--- src/rtl/forwarding_scoreboard_pkg.sv ---
// ============================================================================
// Package  : forwarding_scoreboard_pkg
// Brief    : Shared select encodings, stage tag type and helpers for the
//            operand forwarding scoreboard.
// Revision : 1.0 - initial release
// ============================================================================
`default_nettype none

package forwarding_scoreboard_pkg;

    // Tags hold register numbers zero-extended to this width; REG_AW must not exceed it.
    localparam int REG_AW_MAX = 8;

    localparam logic [1:0] SEL_RF  = 2'd0;
    localparam logic [1:0] SEL_EX  = 2'd1;
    localparam logic [1:0] SEL_MEM = 2'd2;
    localparam logic [1:0] SEL_WB  = 2'd3;

    localparam logic [REG_AW_MAX-1:0] REG_ZERO = '0;

    typedef struct packed {
        logic                  valid;
        logic [REG_AW_MAX-1:0] rd;
        logic                  load;
    } stage_tag_t;

    localparam stage_tag_t TAG_EMPTY = '{valid: 1'b0, rd: REG_ZERO, load: 1'b0};

    function automatic logic tag_match(input stage_tag_t tag, input logic [REG_AW_MAX-1:0] src);
        return tag.valid && (tag.rd == src);
    endfunction

    function automatic logic [31:0] sat_add32(input logic [31:0] a, input logic [31:0] b);
        logic [32:0] sum;
        sum = {1'b0, a} + {1'b0, b};
        return sum[32] ? 32'hFFFF_FFFF : sum[31:0];
    endfunction

endpackage

`default_nettype wire

--- src/rtl/forwarding_scoreboard_fwd_src_resolve.sv ---
// ============================================================================
// Module   : fwd_src_resolve
// Brief    : Single-operand comparator, youngest-producer priority and data
//            mux; flags a load-use hazard against the EX slot.
// Revision : 1.0 - initial release
// ============================================================================
`default_nettype none

module fwd_src_resolve
    import forwarding_scoreboard_pkg::*;
#(
    parameter int DATA_W = 32
) (
    input  logic [REG_AW_MAX-1:0] src,
    input  logic                  src_used,
    input  stage_tag_t            ex_tag,
    input  stage_tag_t            mem_tag,
    input  stage_tag_t            wb_tag,
    input  logic [DATA_W-1:0]     rf_data,
    input  logic [DATA_W-1:0]     ex_data,
    input  logic [DATA_W-1:0]     mem_data,
    input  logic [DATA_W-1:0]     wb_data,
    output logic [1:0]            sel,
    output logic [DATA_W-1:0]     data,
    output logic                  load_hazard
);

    logic w_live;
    logic w_hit_ex;
    logic w_hit_mem;
    logic w_hit_wb;
    logic w_unused_loads;

    assign w_live    = src_used && (src != REG_ZERO);
    assign w_hit_ex  = w_live && tag_match(ex_tag,  src);
    assign w_hit_mem = w_live && tag_match(mem_tag, src);
    assign w_hit_wb  = w_live && tag_match(wb_tag,  src);

    // Only a load still in EX lacks its data; MEM and WB loads forward normally.
    assign load_hazard    = w_hit_ex && ex_tag.load;
    assign w_unused_loads = mem_tag.load | wb_tag.load;

    always_comb begin
        sel  = SEL_RF;
        data = rf_data;
        if (w_hit_ex) begin
            sel  = SEL_EX;
            data = ex_data;
        end else if (w_hit_mem) begin
            sel  = SEL_MEM;
            data = mem_data;
        end else if (w_hit_wb) begin
            sel  = SEL_WB;
            data = wb_data;
        end
    end

endmodule

`default_nettype wire

--- src/rtl/forwarding_scoreboard.sv ---
// ============================================================================
// Module   : forwarding_scoreboard
// Brief    : Tracks EX/MEM/WB destination tags, resolves NUM_SRC decode
//            operands from the youngest producer and raises load-use stalls.
// Options  : FWD_STATS_EN adds 32-bit saturating stall/forward counters.
// Revision : 1.0 - initial release
// ============================================================================
`default_nettype none

module forwarding_scoreboard
    import forwarding_scoreboard_pkg::*;
#(
    parameter int DATA_W  = 32,
    parameter int REG_AW  = 5,
    parameter int NUM_SRC = 2
) (
    input  logic                        clk,
    input  logic                        rst_n,
    input  logic                        pipe_hold,
    input  logic                        flush,
    input  logic                        id_valid,
    input  logic [NUM_SRC*REG_AW-1:0]   id_src,
    input  logic [NUM_SRC-1:0]          id_src_used,
    input  logic [NUM_SRC*DATA_W-1:0]   id_rf_data,
    input  logic [REG_AW-1:0]           id_rd,
    input  logic                        id_wr,
    input  logic                        id_load,
    input  logic [DATA_W-1:0]           ex_result,
    input  logic [DATA_W-1:0]           mem_result,
    input  logic [DATA_W-1:0]           wb_result,
    output logic [NUM_SRC*DATA_W-1:0]   src_out,
    output logic [NUM_SRC*2-1:0]        src_sel,
    output logic                        stall
`ifdef FWD_STATS_EN
    ,
    output logic [31:0]                 stall_cnt,
    output logic [31:0]                 fwd_ex_cnt,
    output logic [31:0]                 fwd_mem_cnt,
    output logic [31:0]                 fwd_wb_cnt
`endif
);

    stage_tag_t           r_ex_tag;
    stage_tag_t           r_mem_tag;
    stage_tag_t           r_wb_tag;
    stage_tag_t           w_ex_next;
    logic [NUM_SRC-1:0]   w_load_hazard;
    logic                 w_stall;

    genvar gi;
    generate
        for (gi = 0; gi < NUM_SRC; gi++) begin : g_src
            logic [REG_AW_MAX-1:0] w_src;

            assign w_src = REG_AW_MAX'(id_src[gi*REG_AW +: REG_AW]);

            fwd_src_resolve #(
                .DATA_W (DATA_W)
            ) u_resolve (
                .src         (w_src),
                .src_used    (id_src_used[gi]),
                .ex_tag      (r_ex_tag),
                .mem_tag     (r_mem_tag),
                .wb_tag      (r_wb_tag),
                .rf_data     (id_rf_data[gi*DATA_W +: DATA_W]),
                .ex_data     (ex_result),
                .mem_data    (mem_result),
                .wb_data     (wb_result),
                .sel         (src_sel[gi*2 +: 2]),
                .data        (src_out[gi*DATA_W +: DATA_W]),
                .load_hazard (w_load_hazard[gi])
            );
        end
    endgenerate

    // A flushed instruction never waits; its slot simply becomes a bubble.
    assign w_stall = id_valid && !flush && (|w_load_hazard);
    assign stall   = w_stall;

    always_comb begin
        w_ex_next = TAG_EMPTY;
        if (id_valid && id_wr && (id_rd != '0) && !w_stall && !flush) begin
            w_ex_next.valid = 1'b1;
            w_ex_next.rd    = REG_AW_MAX'(id_rd);
            w_ex_next.load  = id_load;
        end
    end

    always_ff @(posedge clk or negedge rst_n) begin
        if (!rst_n) begin
            r_ex_tag  <= TAG_EMPTY;
            r_mem_tag <= TAG_EMPTY;
            r_wb_tag  <= TAG_EMPTY;
        end else if (!pipe_hold) begin
            r_wb_tag  <= r_mem_tag;
            r_mem_tag <= r_ex_tag;
            r_ex_tag  <= w_ex_next;
        end
    end

`ifdef FWD_STATS_EN
    logic [31:0] r_stall_cnt;
    logic [31:0] r_fwd_ex_cnt;
    logic [31:0] r_fwd_mem_cnt;
    logic [31:0] r_fwd_wb_cnt;
    logic [31:0] w_n_ex;
    logic [31:0] w_n_mem;
    logic [31:0] w_n_wb;

    // Forwarded source-cycles are counted only while the pipeline advances.
    always_comb begin
        w_n_ex  = '0;
        w_n_mem = '0;
        w_n_wb  = '0;
        if (id_valid && !pipe_hold) begin
            for (int i = 0; i < NUM_SRC; i++) begin
                case (src_sel[i*2 +: 2])
                    SEL_EX:  w_n_ex  = w_n_ex  + 32'd1;
                    SEL_MEM: w_n_mem = w_n_mem + 32'd1;
                    SEL_WB:  w_n_wb  = w_n_wb  + 32'd1;
                    default: ;
                endcase
            end
        end
    end

    always_ff @(posedge clk or negedge rst_n) begin
        if (!rst_n) begin
            r_stall_cnt   <= '0;
            r_fwd_ex_cnt  <= '0;
            r_fwd_mem_cnt <= '0;
            r_fwd_wb_cnt  <= '0;
        end else begin
            if (w_stall && !pipe_hold) begin
                r_stall_cnt <= sat_add32(r_stall_cnt, 32'd1);
            end
            r_fwd_ex_cnt  <= sat_add32(r_fwd_ex_cnt,  w_n_ex);
            r_fwd_mem_cnt <= sat_add32(r_fwd_mem_cnt, w_n_mem);
            r_fwd_wb_cnt  <= sat_add32(r_fwd_wb_cnt,  w_n_wb);
        end
    end

    assign stall_cnt   = r_stall_cnt;
    assign fwd_ex_cnt  = r_fwd_ex_cnt;
    assign fwd_mem_cnt = r_fwd_mem_cnt;
    assign fwd_wb_cnt  = r_fwd_wb_cnt;
`endif

endmodule

`default_nettype wire

--- config.mk ---
export PLATFORM = sky130hd
export DESIGN_NAME = forwarding_scoreboard
export DESIGN_NICKNAME = d
export VERILOG_FILES = /design/src/rtl/forwarding_scoreboard_pkg.sv /design/src/rtl/forwarding_scoreboard_fwd_src_resolve.sv /design/src/rtl/forwarding_scoreboard.sv
export SDC_FILE = /design/constraint.sdc
export NUM_CORES = 1
export LEC_CHECK = 0
export ABC_AREA = 1
export BUFFER_PORTS_ARGS = -buffer_cell sky130_fd_sc_hd__buf_4
export CAP_MARGIN = 20
export CORE_MARGIN = 10
export CORE_UTILIZATION = 45
export CTS_CLUSTER_DIAMETER = 60
export DETAILED_ROUTE_END_ITERATION = 10
export GPL_TIMING_DRIVEN = 0
export PLACE_DENSITY = 0.95
export RECOVER_POWER = 25
export SYNTH_ARGS = -nofsm -noshare
export SYNTH_HDL_FRONTEND = slang
export SYNTH_SLANG_ARGS = --single-unit
--- constraint.sdc ---
create_clock -name clk -period 1.7 [get_ports clk]
set_input_delay 0.255 -clock clk [delete_from_list [all_inputs] [get_ports clk]]
set_output_delay 0.255 -clock clk [all_outputs]
set_load 0.01 [all_outputs]
== Word-level counts from Yosys, hierarchy flattened ==
Index checks and enable logic that the tools add are counted.

* Eq/ne operators: 6
* Reductions and logical operators: 28
* Multiplexer cells: 13

{| class="wikitable"
|+ Operators with widths
! cell !! count
|-
| $mux W32 || 6
|-
| $eq A8 B5 Y1 || 6
|-
| $logic_and A1 B1 Y1 || 22
|-
| $reduce_bool A8 Y1 || 2
|-
| $mux W2 || 6
|-
| $mux W10 || 1
|-
| $reduce_bool A5 Y1 || 1
|-
| $logic_not A1 Y1 || 2
|-
| $reduce_or A2 Y1 || 1
|}

* Flip-flop bits (word level): 28
* Output and inout port bits: 69
* Input port bits: 184
* Logic and storage cells: 54

== Depth between registers and ports, before layout ==
Gate-level depths: netlist of run 1.

* Word-level depth: 10
* Depth in mapped cells: 12
* Gate-level depth less buffers: 11

== Hierarchy ==
Synthesis of run 1 repeated with hierarchy kept, for this count alone.

* Cells, all modules: 1,000
* Area total of the unflattened synthesis: 4,994.8 um^2

{| class="wikitable"
|+ By module, submodules not included
! module !! cells an instance !! area an instance (um^2) !! times used
|-
| fwd_src_resolve || 453 || 2,080.7 || 2
|-
| forwarding_scoreboard || 94 || 833.3 || 1
|}

== Worst setup path after synthesis of run 1 ==
No wires, ideal clock.

* Path type: reg2out
* From: register r_ex_tag[5] in the netlist's numbering
* To: output src_out[12]
* Stages on the path, launching flop included: 9
* Data arrival time: 1.395 ns
* Path buffers: 2
* Required time: 1.445 ns
* Path slack: 0.050 ns
* Path through: dfrtp_1 xor2_1 nor3_1 nand2_1 buf_6 buf_6 nand2_1 nor2_1 nor2_1

* Word-level cells in the longest chain between the ends: 4

{| class="wikitable"
|+ Ends and longest elaborated chain
! element !! RTL line !! text
|-
| from (decl) || forwarding_scoreboard.sv:43 || <nowiki>stage_tag_t r_ex_tag;</nowiki>
|-
| from (signal assigned) || forwarding_scoreboard.sv:97 || <nowiki>r_ex_tag <= w_ex_next;</nowiki>
|-
| $eq A8 B5 Y1 || forwarding_scoreboard_pkg.sv:30 || <nowiki>return tag.valid && (tag.rd == src);</nowiki>
|-
| $logic_and A1 B1 Y1 || forwarding_scoreboard_pkg.sv:30 ||
|-
| $logic_and A1 B1 Y1 || forwarding_scoreboard_fwd_src_resolve.sv:35 || <nowiki>assign w_hit_ex = w_live && tag_match(ex_tag, src);</nowiki>
|-
| $mux W32 || forwarding_scoreboard_fwd_src_resolve.sv:46 || <nowiki>if (w_hit_ex) begin</nowiki>
|-
| to (decl) || forwarding_scoreboard.sv:31 || <nowiki>output logic [NUM_SRC*DATA_W-1:0] src_out,</nowiki>
|}

Every way passes these cells.

== Worst setup path in the final report of run 1 ==
* From: register r_wb_tag[4] in the netlist's numbering
* To: output src_out[6]

* Word-level cells in the longest chain between the ends: 6

{| class="wikitable"
|+ Ends and longest elaborated chain
! element !! RTL line !! text
|-
| from (decl) || forwarding_scoreboard.sv:45 || <nowiki>stage_tag_t r_wb_tag;</nowiki>
|-
| from (signal assigned) || forwarding_scoreboard.sv:95 || <nowiki>r_wb_tag <= r_mem_tag;</nowiki>
|-
| $eq A8 B5 Y1 || forwarding_scoreboard_pkg.sv:30 ||
|-
| $logic_and A1 B1 Y1 || forwarding_scoreboard_pkg.sv:30 ||
|-
| $logic_and A1 B1 Y1 || forwarding_scoreboard_fwd_src_resolve.sv:37 || <nowiki>assign w_hit_wb = w_live && tag_match(wb_tag, src);</nowiki>
|-
| $mux W32 || forwarding_scoreboard_fwd_src_resolve.sv:52 || <nowiki>end else if (w_hit_wb) begin</nowiki>
|-
| $mux W32 || forwarding_scoreboard_fwd_src_resolve.sv:49 || <nowiki>end else if (w_hit_mem) begin</nowiki>
|-
| $mux W32 || forwarding_scoreboard_fwd_src_resolve.sv:46 ||
|}

Every way passes these cells.

==> out/results.txt, run 1 <==
Syn-to-layout area delta - 84.3%
Number of antenna violations at the first check in global routing - 0
Total power draw - 2.04 mW
CP required - 1440 ps
Highest Clock Rate - 388 MHz
Tightest Hold Check Type - in2reg
Slew Viols, Final - 0
TritonCTS clock tree - yes
Slew HR - 28.2%
Placed Cells - 1,179
Reg2reg setup slack - -150 ps
Tcrit/Tclk final - 151%
Initial DRC Count - 1,657
Starting density of the core - 46.1%
Layout cells sized above 1 - 43.5%
Post-synth ARST share - 100%
Core area - 0.00868 mm2
DR pass1 iterations - 11
H-Tree Depth - 1
Total of max-cap violations - 0
Min cycle time layout - 2580 ps
# DRC - 71
Synth area leaders - nand2_1 29%, nor2_1 20%, dfrtp_1 12%
Flops & latches, synth - 19
Clock-pin slew on the worst setup and hold paths - 70 ps
Via count - 7,722
WL met1 - 8.34 mm
Fin worst setup slack - -875 ps
Mapped Cells - 820
Worst setup skew after layout - 2.39 ps
GPL Wtd Cong - 0.981
Leakage - 4.27 nW
Grt ovf - 0
Reg2Reg Depth - 11
Routed len/inst - 21.9 um
HP Start - id_load
Diodes inserted - 0
GRT Overall Usage - 33.3%
Hold Path Stages - 3
Arrival @ worst endpoint - 2320 ps
First-pass GRT wire length - 35.6 mm
Mean Syn Cell Area - 4.88 um2
Top cell type by total area after synthesis - nand2_1
Final setup viols - 76
RSZ-0062 raised after global routing - yes
Failing checks - DRC, setup timing
Worst-path fanout max - 10
Antenna-violating nets left - 0
Num CTS Buffers - 3
# IOs - 253
Synth top area share - 28.6%
DPL Wire Length - 17.3 mm
Worst-margin pin slew - 1080 ps
Worst Hold Path EP - r_ex_tag[0]$_DFFE_PN0N_
Sink Count - 19
# rows - 34
Routed wl met3 - 4.14 mm
Drt via density - 6.27
Final Hold Violating Endpoints - 0
Top Layer Used - met4
Number of buffers added on ports - 251
Clk_lat worst skew - 260 ps
DIE WIDTH - 114 um
Syn Std Cell Area - 0.00400 mm2
Vias in the first global route - 6,774
Final std cells w/o fill - 1,232
Largest net degree at the start of global routing - 20
Outcome - finished with violations
Synth Net Count - 1,004
Longest Clk Path Bufs - 2
Nets - 1,309
Clock root cell - clkbuf_8
Chip Height - 114 um
Routed WL - 27.0 mm
IR drop worst, VDD - 0.690 mV
Crit Path Class - reg2out
Yosys cell types - 28
PD cells - 277 mW/mm2
Die area - 0.0131 mm2
Register area share after synthesis - 11.9%
WL met2 - 11.9 mm
Post-synth EDFFs - 0
Crit start category - flip-flop
Synth Flop Type - dfrtp_1
Reg2reg end - r_ex_tag[9]$_DFFE_PN0N_
Synth warn - 0
FF-to-FF Start - r_ex_tag[4]$_DFFE_PN0N_
Crit path capture type - primary output
==> per-stage QoR <==
step | cell area, um2 | setup slack, ps | hold slack [ps] | utilization, % | TNS (ps)
6_report | 7380 | -875 | 218 | 85.0 | -45730
5_1_grt | 7380 | -971 | 230 | 85.0 | -51630
4_1_cts | 6830 | -515 | 213 | 78.7 | -30660
3_5_place_dp | 6020 | -543 | 143 | 69.4 | -22740
3_3_place_gp | 6020 | -511 | 145 | 69.4 | -22040
2_1_floorplan | 4000 | 49.6 | -40.6 | - | 0
==> flip-flops by register name (all words and copies together) (netlist names) <==
signal / flops
r_ex_tag: 7
r_wb_tag: 6
r_mem_tag: 6
==> cell usage after synthesis (2+ instances only) <==
| cell type | count |
|---|---|
| nand3_1 | 81 |
| xor2_1 | 4 |
| nor2_2 | 4 |
| nor3_1 | 4 |
| dfrtp_1 | 19 |
| nand3_4 | 2 |
| o21ai_0 | 17 |
| buf_6 | 8 |
| inv_1 | 24 |
| inv_2 | 13 |
| nor2_1 | 211 |
| buf_4 | 2 |
| clkbuf_1 | 7 |
| nand2_2 | 2 |
| nand4_1 | 65 |
| a21oi_1 | 6 |
| buf_2 | 32 |
| nand2_1 | 305 |
| buf_1 | 4 |
| nand3_2 | 2 |
==> worst max-delay path, cell delays in order, from the launching register on <==
cell and delay [ps]:
dfrtp_2 450, nand2_1 170, nand2_1 120, nor2_1 130, nand2_1 120, nor2_4 190
buf_6 180, nand4_1 150, nand2_1 190, nor2_1 70, nor2_1 130, buf_4 140
==> final cells by class <==
cell class              count  area [um2]
plain buffers              53         514
clock buffers               4        45.0
fillers                   547        1300
inverters                  38         160
multi-input cells         710        3540
flip-flops and latches     19         479
well taps                 108         135
repair buffers            300        2500
==> cells in the final DEF, fill, tap and decap left out, drive strengths merged <==
master       count
buf            340
nand2          307
nor2           216
nand3           85
nand4           65
inv             38
dfrtp           19
o21ai           18
clkbuf          15
a21oi            6
nor3             6
xor2             4
o22ai            1
a22oi            1
a21boi           1
bufbuf           1
dlygate4sd3      1
==> worst max-delay path by stage <==
stage / from / end / slack (ps) / depth (start not counted)
floorplan: r_ex_tag[5]$_DFFE_PN0N_ / src_out[12] / 50 / 8
finish: r_wb_tag[4]$_DFFE_PN0N_ / src_out[6] / -880 / 11
CTS: r_mem_tag[5]$_DFFE_PN0N_ / src_out[59] / -520 / 13
global placement: id_src[1] / src_out[9] / -510 / 11
global route: r_wb_tag[4]$_DFFE_PN0N_ / src_out[6] / -970 / 11
detailed placement: id_src[1] / src_out[9] / -540 / 11
==> routing by layer <==
layer	up-vias	GRT usage, %
met3	279	8.18
met4	0	19.5
met5	-	0
met1	3327	37.5
li1	3255	-
met2	861	55.8
==> report_power, final <==
part	switching [mW]	internal (mW)
logic	0.626	0.592
clock network	0.152	0.167
registers	0.0288	0.475
total	0.807	1.23
==> repair_timing <==
| action | CTS | global route |
|---|---|---|
| setup buffers | 24 | 13 |
| endpoints found under the setup margin | 69 | 76 |
| gates resized for setup | 136 | 111 |
| cloned | 9 | 3 |
| endpoints found under the hold margin | 19 | 0 |
| pin swaps | 19 | 44 |
| hold buffers | 1 | 0 |
==> cell families after synthesis <==
family,Yosys count,share of synthesized area (%)
xor gates and xnor gates,4,0.875
buffers and inverters,91,11.3
and+or+nand+nor,679,72.4
AOI/OAI and AO/OA,27,3.53
DFF,19,11.9
Note: power is estimated with default switching activity, not from simulation.
==> inputs of run 2 (changes only) <==
--- a/config.mk
+++ b/config.mk
@@ -9,11 +9,11 @@
 export BUFFER_PORTS_ARGS = -buffer_cell sky130_fd_sc_hd__buf_4
 export CAP_MARGIN = 20
 export CORE_MARGIN = 10
-export CORE_UTILIZATION = 45
+export CORE_UTILIZATION = 36
 export CTS_CLUSTER_DIAMETER = 60
 export DETAILED_ROUTE_END_ITERATION = 10
 export GPL_TIMING_DRIVEN = 0
-export PLACE_DENSITY = 0.95
+export PLACE_DENSITY = 0.8
 export RECOVER_POWER = 25
 export SYNTH_ARGS = -nofsm -noshare
 export SYNTH_HDL_FRONTEND = slang
==> run 2 against run 1 <==
The flow finishes with violations (setup timing). Combinational power fell by 5%. Clock power fell by 2%. Clock skew decreased by 0.86 ps. Count of clock-buffer cells in the layout stayed put. Fmax up 13%.
==> out/results.txt, run 2 (synthesis results as in run 1) <==
GPL Wtd Cong - 0.924
Total of max-cap violations - 0
Total power draw - 1.97 mW
DR pass1 iterations - 6
Syn-to-layout area delta - 80.7%
Clock-pin slew on the worst setup and hold paths - 70 ps
First-pass GRT wire length - 35.7 mm
Initial DRC Count - 636
RSZ-0062 raised after global routing - yes
# DRC - 0
CP top delay family - simple AND/OR/NAND/NOR gates
Fin worst setup slack - -588 ps
Tightest Hold Check Type - in2reg
Top cell by count, worst path - buf_6
Crit start category - flip-flop
Slew Viols, Final - 0
Crit Path Class - reg2out
DIE WIDTH - 125 um
Largest net degree at the start of global routing - 20
Chip Height - 125 um
Sink Count - 19
H-Tree Depth - 1
Vias in the first global route - 6,551
Buffers & Inverters on Critical Path - 4
TritonCTS clock tree - yes
Clock root cell - clkbuf_8
GRT Overall Usage - 27.3%
Clk_lat worst skew - 260 ps
Die area - 0.0157 mm2
Via count - 6,799
Grt ovf - 0
Num CTS Buffers - 3
Crit path capture type - primary output
CP max stage delay - 460 ps
Most frequent cells in the layout - 276 x buf_4, 266 x nand2_1, 187 x nor2_1
Number of antenna violations at the first check in global routing - 1
Nets - 1,300
Drt via density - 5.41
Critical path's slowest cell - dfrtp_2
Layout cells sized above 1 - 42.1%
Highest Clock Rate - 437 MHz
Routed len/inst - 19.0 um
Outcome - finished with violations
Cell Chain, Critical Path - buf_6 > nand2_4 > nand2_1 > nor2_2 > nand3_2 > buf_6 > buf_6 > nand4_1 > nand2_1 > nor2_1 > nor2_1 > buf_4
Commonest non-fill, non-tap cell in the layout - buf_4
IR drop worst, VDD - 0.569 mV
DPL Wire Length - 18.1 mm
Min cycle time layout - 2290 ps
Number of buffers added on ports - 251
Tcrit/Tclk final - 135%
Longest Clk Path Bufs - 2
CP required - 1440 ps
Starting density of the core - 36.9%
Worst setup skew after layout - 1.52 ps
Final setup viols - 69
Arrival @ worst endpoint - 2030 ps
Failing checks - setup timing
Largest register FFs - 7
Biggest regs - r_ex_tag x7, r_mem_tag x6, r_wb_tag x6
Worst-path fanout max - 5
Antenna-violating nets left - 0
Dpl ws - -510 ps
Leakage - 4.15 nW
Routed WL - 23.9 mm
Slew HR - 32.6%
Worst-margin pin slew - 1010 ps
Core area - 0.0108 mm2
# IOs - 253
Largest Register - r_ex_tag
Final Hold Violating Endpoints - 0
# rows - 38
PD cells - 273 mW/mm2
-- run 2: repair_timing --
action | 4_1_cts | 5_1_grt
setup endpoints to repair | 69 | 69
cloned | 10 | 2
buffers inserted | 21 | 7
hold buffers | 1 | 0
pin swaps | 24 | 49
endpoints found under the hold margin | 19 | 0
resized for setup | 145 | 86
-- run 2: worst register-to-register path, cell delays in order, from the launching register on --
cell	delay, ps
dfrtp_1	420
xor2_1	180
nor3_2	260
nand2_2	130
buf_6	170
nand2_4	80
nand2_4	80
nand3_1	80
nand2_1	60
-- run 2: area by class of cell --
type                            instances  area, um2
Antenna cell                            1       2.50
Buffer                                 53        499
Clock buffer                            4       45.0
Fill cell                            1062       3610
Inverter                               38        168
Multi-Input combinational cell        711       3490
Sequential cell                        19        479
Tap cell                              140        175
Timing Repair Buffer                  290       2370
-- run 2: stage by stage --
stage | setup TNS, ps | instance area [um2] | utilization [%] | hold slack (ps) | instances
4_1_cts | -32550 | 6890 | 63.6 | 213 | 1247
2_1_floorplan | 0 | 4000 | - | -40.6 | 820
3_5_place_dp | -24220 | 6060 | 55.9 | 140 | 1211
5_1_grt | -43640 | 7230 | 66.7 | 225 | 1256
6_report | -34740 | 7230 | 66.7 | 228 | 1256
3_3_place_gp | -23740 | 6060 | 55.9 | 138 | 1211
-- run 2: metal layers --
metal | vias up | part of all wire (%) | track usage, %
met5 | - | 0 | 0
met4 | 0 | 3.8 | 8.06
met3 | 68 | 9.3 | 5.79
met2 | 394 | 48 | 47.7
met1 | 3092 | 39 | 32.7
li1 | 3245 | - | -
-- run 2: worst paths after layout --
path | end | slack [ps] | depth (start not counted) | from
hold / removal | r_ex_tag[4]$_DFFE_PN0N_ | 230 | 3 | id_rd[3]
setup reg to reg | r_ex_tag[0]$_DFFE_PN0N_ | 130 | 8 | r_ex_tag[3]$_DFFE_PN0N_
min in group asynchronous | r_ex_tag[0]$_DFFE_PN0N_ | 670 | 2 | rst_n
hold reg to reg | r_ex_tag[0]$_DFFE_PN0N_ | 510 | 2 | r_ex_tag[0]$_DFFE_PN0N_
setup / recovery | src_out[21] | -590 | 12 | r_mem_tag[4]$_DFFE_PN0N_
max in group asynchronous | r_mem_tag[2]$_DFFE_PN0N_ | 340 | 2 | rst_n
-- run 2: where the power goes --
part	leakage (nW)	internal, mW	total, mW	switching [mW]
Combinational	3.88	0.587	1.16	0.571
Clock	0.0228	0.167	0.312	0.145
Sequential	0.256	0.475	0.501	0.0267
==> inputs of run 3 (changes only) <==
--- a/config.mk
+++ b/config.mk
@@ -5,7 +5,6 @@
 export SDC_FILE = /design/constraint.sdc
 export NUM_CORES = 1
 export LEC_CHECK = 0
-export ABC_AREA = 1
 export BUFFER_PORTS_ARGS = -buffer_cell sky130_fd_sc_hd__buf_4
 export CAP_MARGIN = 20
 export CORE_MARGIN = 10
@@ -13,7 +12,7 @@
 export CTS_CLUSTER_DIAMETER = 60
 export DETAILED_ROUTE_END_ITERATION = 10
 export GPL_TIMING_DRIVEN = 0
-export PLACE_DENSITY = 0.8
+export PLACE_DENSITY = 0.83
 export RECOVER_POWER = 25
 export SYNTH_ARGS = -nofsm -noshare
 export SYNTH_HDL_FRONTEND = slang
==> run 3 against run 2 <==
The flow still finishes with violations (setup timing). Synthesized cell count fell by 46%. Worst setup slack lost 240 ps. Flip-flop and latch count unchanged. Cell count down 31%. Sequential share of layout area increased by 0.060 points. First-iteration DRC count is 31% lower. Non-clock buffer count fell by 12. Routed wire length decreased by 12%. Largest power group unchanged. Register-to-register slack got worse by 580 ps. Die area down 9.9%.
==> out/results.txt, run 3 <==
Via count - 5,035
RSZ-0062 raised after global routing - yes
CP top delay family - buffers and inverters
Num CTS Buffers - 3
Slew HR - 29.3%
Crit Path Class - reg2out
Register area share after synthesis - 13.5%
Worst-path fanout max - 10
Die area - 0.0142 mm2
Flops & latches, synth - 19
Antenna-violating nets left - 0
Layout cells sized above 1 - 70.7%
Number of buffers added on ports - 252
Post-synth EDFFs - 0
Initial DRC Count - 441
CP required - 1440 ps
Crit path launch - r_wb_tag[4]$_DFFE_PN0N_
Total of max-cap violations - 0
Dpl ws - -823 ps
Crit start category - flip-flop
Routed len/inst - 24.4 um
Arrival @ worst endpoint - 2270 ps
Largest Register - r_ex_tag
Synth top area share - 13.5%
Synth warn - 0
Critical path's slowest cell - dfrtp_1
DIE WIDTH - 119 um
Vias in the first global route - 5,577
Design area - 0.00720 mm2
Highest Clock Rate - 396 MHz
PD cells - 276 mW/mm2
Grt ovf - 0
Fin worst setup slack - -827 ps
Critical path capture point - src_out[43]
Outcome - finished with violations
Slew Viols, Final - 0
Cell Area, Placed - 0.00604 mm2
Placed Cells - 827
Reg2reg setup slack - -450 ps
Biggest regs - r_ex_tag x7, r_mem_tag x6, r_wb_tag x6
Finished Core Util - 74.4%
Clock-pin slew on the worst setup and hold paths - 70 ps
Core area - 0.00968 mm2
TritonCTS clock tree - yes
Drt via density - 5.81
Top cell by count, worst path - buf_6
Final Hold Violating Endpoints - 0
CP max stage delay - 450 ps
Synth area leaders - dfrtp_1 13%, a211oi_2 11%, mux2i_1 9.1%
Fill count - 681
Yosys cell types - 38
Mapped Cells - 442
Longest Clk Path Bufs - 2
Number of antenna violations at the first check in global routing - 0
Count leader, synth - nand2_1
Leakage - 3.07 nW
Min cycle time layout - 2530 ps
Clk_lat worst skew - 260 ps
Routed WL - 21.1 mm
First-pass GRT wire length - 31.1 mm
Final std cells w/o fill - 866
Nets - 918
Diodes inserted - 0
Synth Flop Type - dfrtp_1
Buffers & Inverters on Critical Path - 3
Top cell type by total area after synthesis - dfrtp_1
GPL Wtd Cong - 0.908
Failing checks - setup timing
Reg2Reg Depth - 8
Worst-margin pin slew - 1060 ps
IR drop worst, VDD - 0.465 mV
Worst path depth - 8
Syn Std Cell Area - 0.00353 mm2
GRT Overall Usage - 26.7%
Final setup viols - 76
# rows - 36
DR pass1 iterations - 7
Worst setup skew after layout - 1.89 ps
Post-synth top cells - 42 x nand2_1, 34 x nor2_1, 34 x o21ai_1
Sink Count - 19
Tcrit/Tclk final - 149%
Largest net degree at the start of global routing - 20
Reg2reg end - r_ex_tag[2]$_DFFE_PN0N_
Crit path capture type - primary output
Cell Chain, Critical Path - xnor2_1 > nand4_1 > nor3_1 > buf_4 > buf_6 > mux2i_1 > a211oi_4 > buf_6
Starting density of the core - 36.5%
Tightest Hold Check Type - in2reg
# IOs - 253
Mean Syn Cell Area - 7.99 um2
Clock root cell - clkbuf_8
# DRC - 0
Commonest non-fill, non-tap cell in the layout - buf_4
Syn-to-layout area delta - 104%
Largest register FFs - 7
DPL Wire Length - 15.4 mm
FF-to-FF Start - r_ex_tag[3]$_DFFE_PN0N_
Chip Height - 119 um
Most frequent cells in the layout - 255 x buf_4, 46 x o21ai_2, 41 x nand2_1
Sum Neg Setup Slack - -49,880 ps
Min Hold Slack - 261 ps
Post-synth ARST share - 100%
Total power draw - 1.99 mW
H-Tree Depth - 1
Synth Net Count - 626
==> run 3: changes by cell type after synthesis, sizes merged, moves of 43 or more <==
cell | previous run | this run
o21ai | 18 | 67
nand3 | 85 | 1
nand4 | 65 | 5
nor2 | 216 | 34
nand2 | 307 | 42
a211oi | 0 | 43
==> run 3: area by class of cell <==
class	instances	area (um2)	area share, %
Sequential cell	19	482	6.69
Buffer	43	539	7.49
Multi-Input combinational cell	377	3580	49.7
Tap cell	133	166	2.31
Timing Repair Buffer	288	2380	33.0
Inverter	2	10.0	0.139
Clock buffer	4	45.0	0.625
==> run 3: how the worst min path moves through the flow <==
stage | start | to | slack (ps) | depth (start not counted)
global route | id_rd[0] | r_ex_tag[1]$_DFFE_PN0N_ | 260 | 2
global placement | rst_n | r_ex_tag[2]$_DFFE_PN0N_ | 130 | 1
finish | id_rd[4] | r_ex_tag[5]$_DFFE_PN0N_ | 260 | 2
CTS | id_rd[4] | r_ex_tag[5]$_DFFE_PN0N_ | 260 | 2
detailed placement | rst_n | r_ex_tag[5]$_DFFE_PN0N_ | 140 | 1
floorplan | rst_n | r_ex_tag[0]$_DFFE_PN0N_ | -40 | 0
==> run 3: what timing repair did <==
action / CTS / global route
gates cloned: 4 / 3
hold buffers: 1 / 0
hold endpoints to repair: 19 / 0
endpoints found under the setup margin: 76 / 76
resized for setup: 110 / 83
pin swaps: 24 / 17
buffers inserted: 24 / 6
==> run 3: per-layer routing <==
metal	track usage, %	up-vias	part of all wire [%]
met4	10.8	0	3.8
met1	30.1	2420	39
met2	47.1	315	50
met3	6.42	62	7.9
met5	0	-	0
li1	-	2238	-
==> run 3: kinds of logic after synthesis <==
logic type,after synthesis,share of synthesized area [%]
AO/OA/AOI/OAI,142,31.1
XOR/XNOR,30,7.44
buffers and inverters,46,7.19
flip-flops,19,13.5
multiplexers,44,12.9
AND/OR/NAND/NOR,161,27.9
==> run 3: power by group <==
part / internal (mW) / leakage, nW / total, mW / switching, mW
clock: 0.167 / 0.0228 / 0.323 / 0.156
combinational: 0.666 / 2.80 / 1.16 / 0.493
sequential: 0.475 / 0.252 / 0.506 / 0.0313
total: 1.31 / 3.07 / 1.99 / 0.681
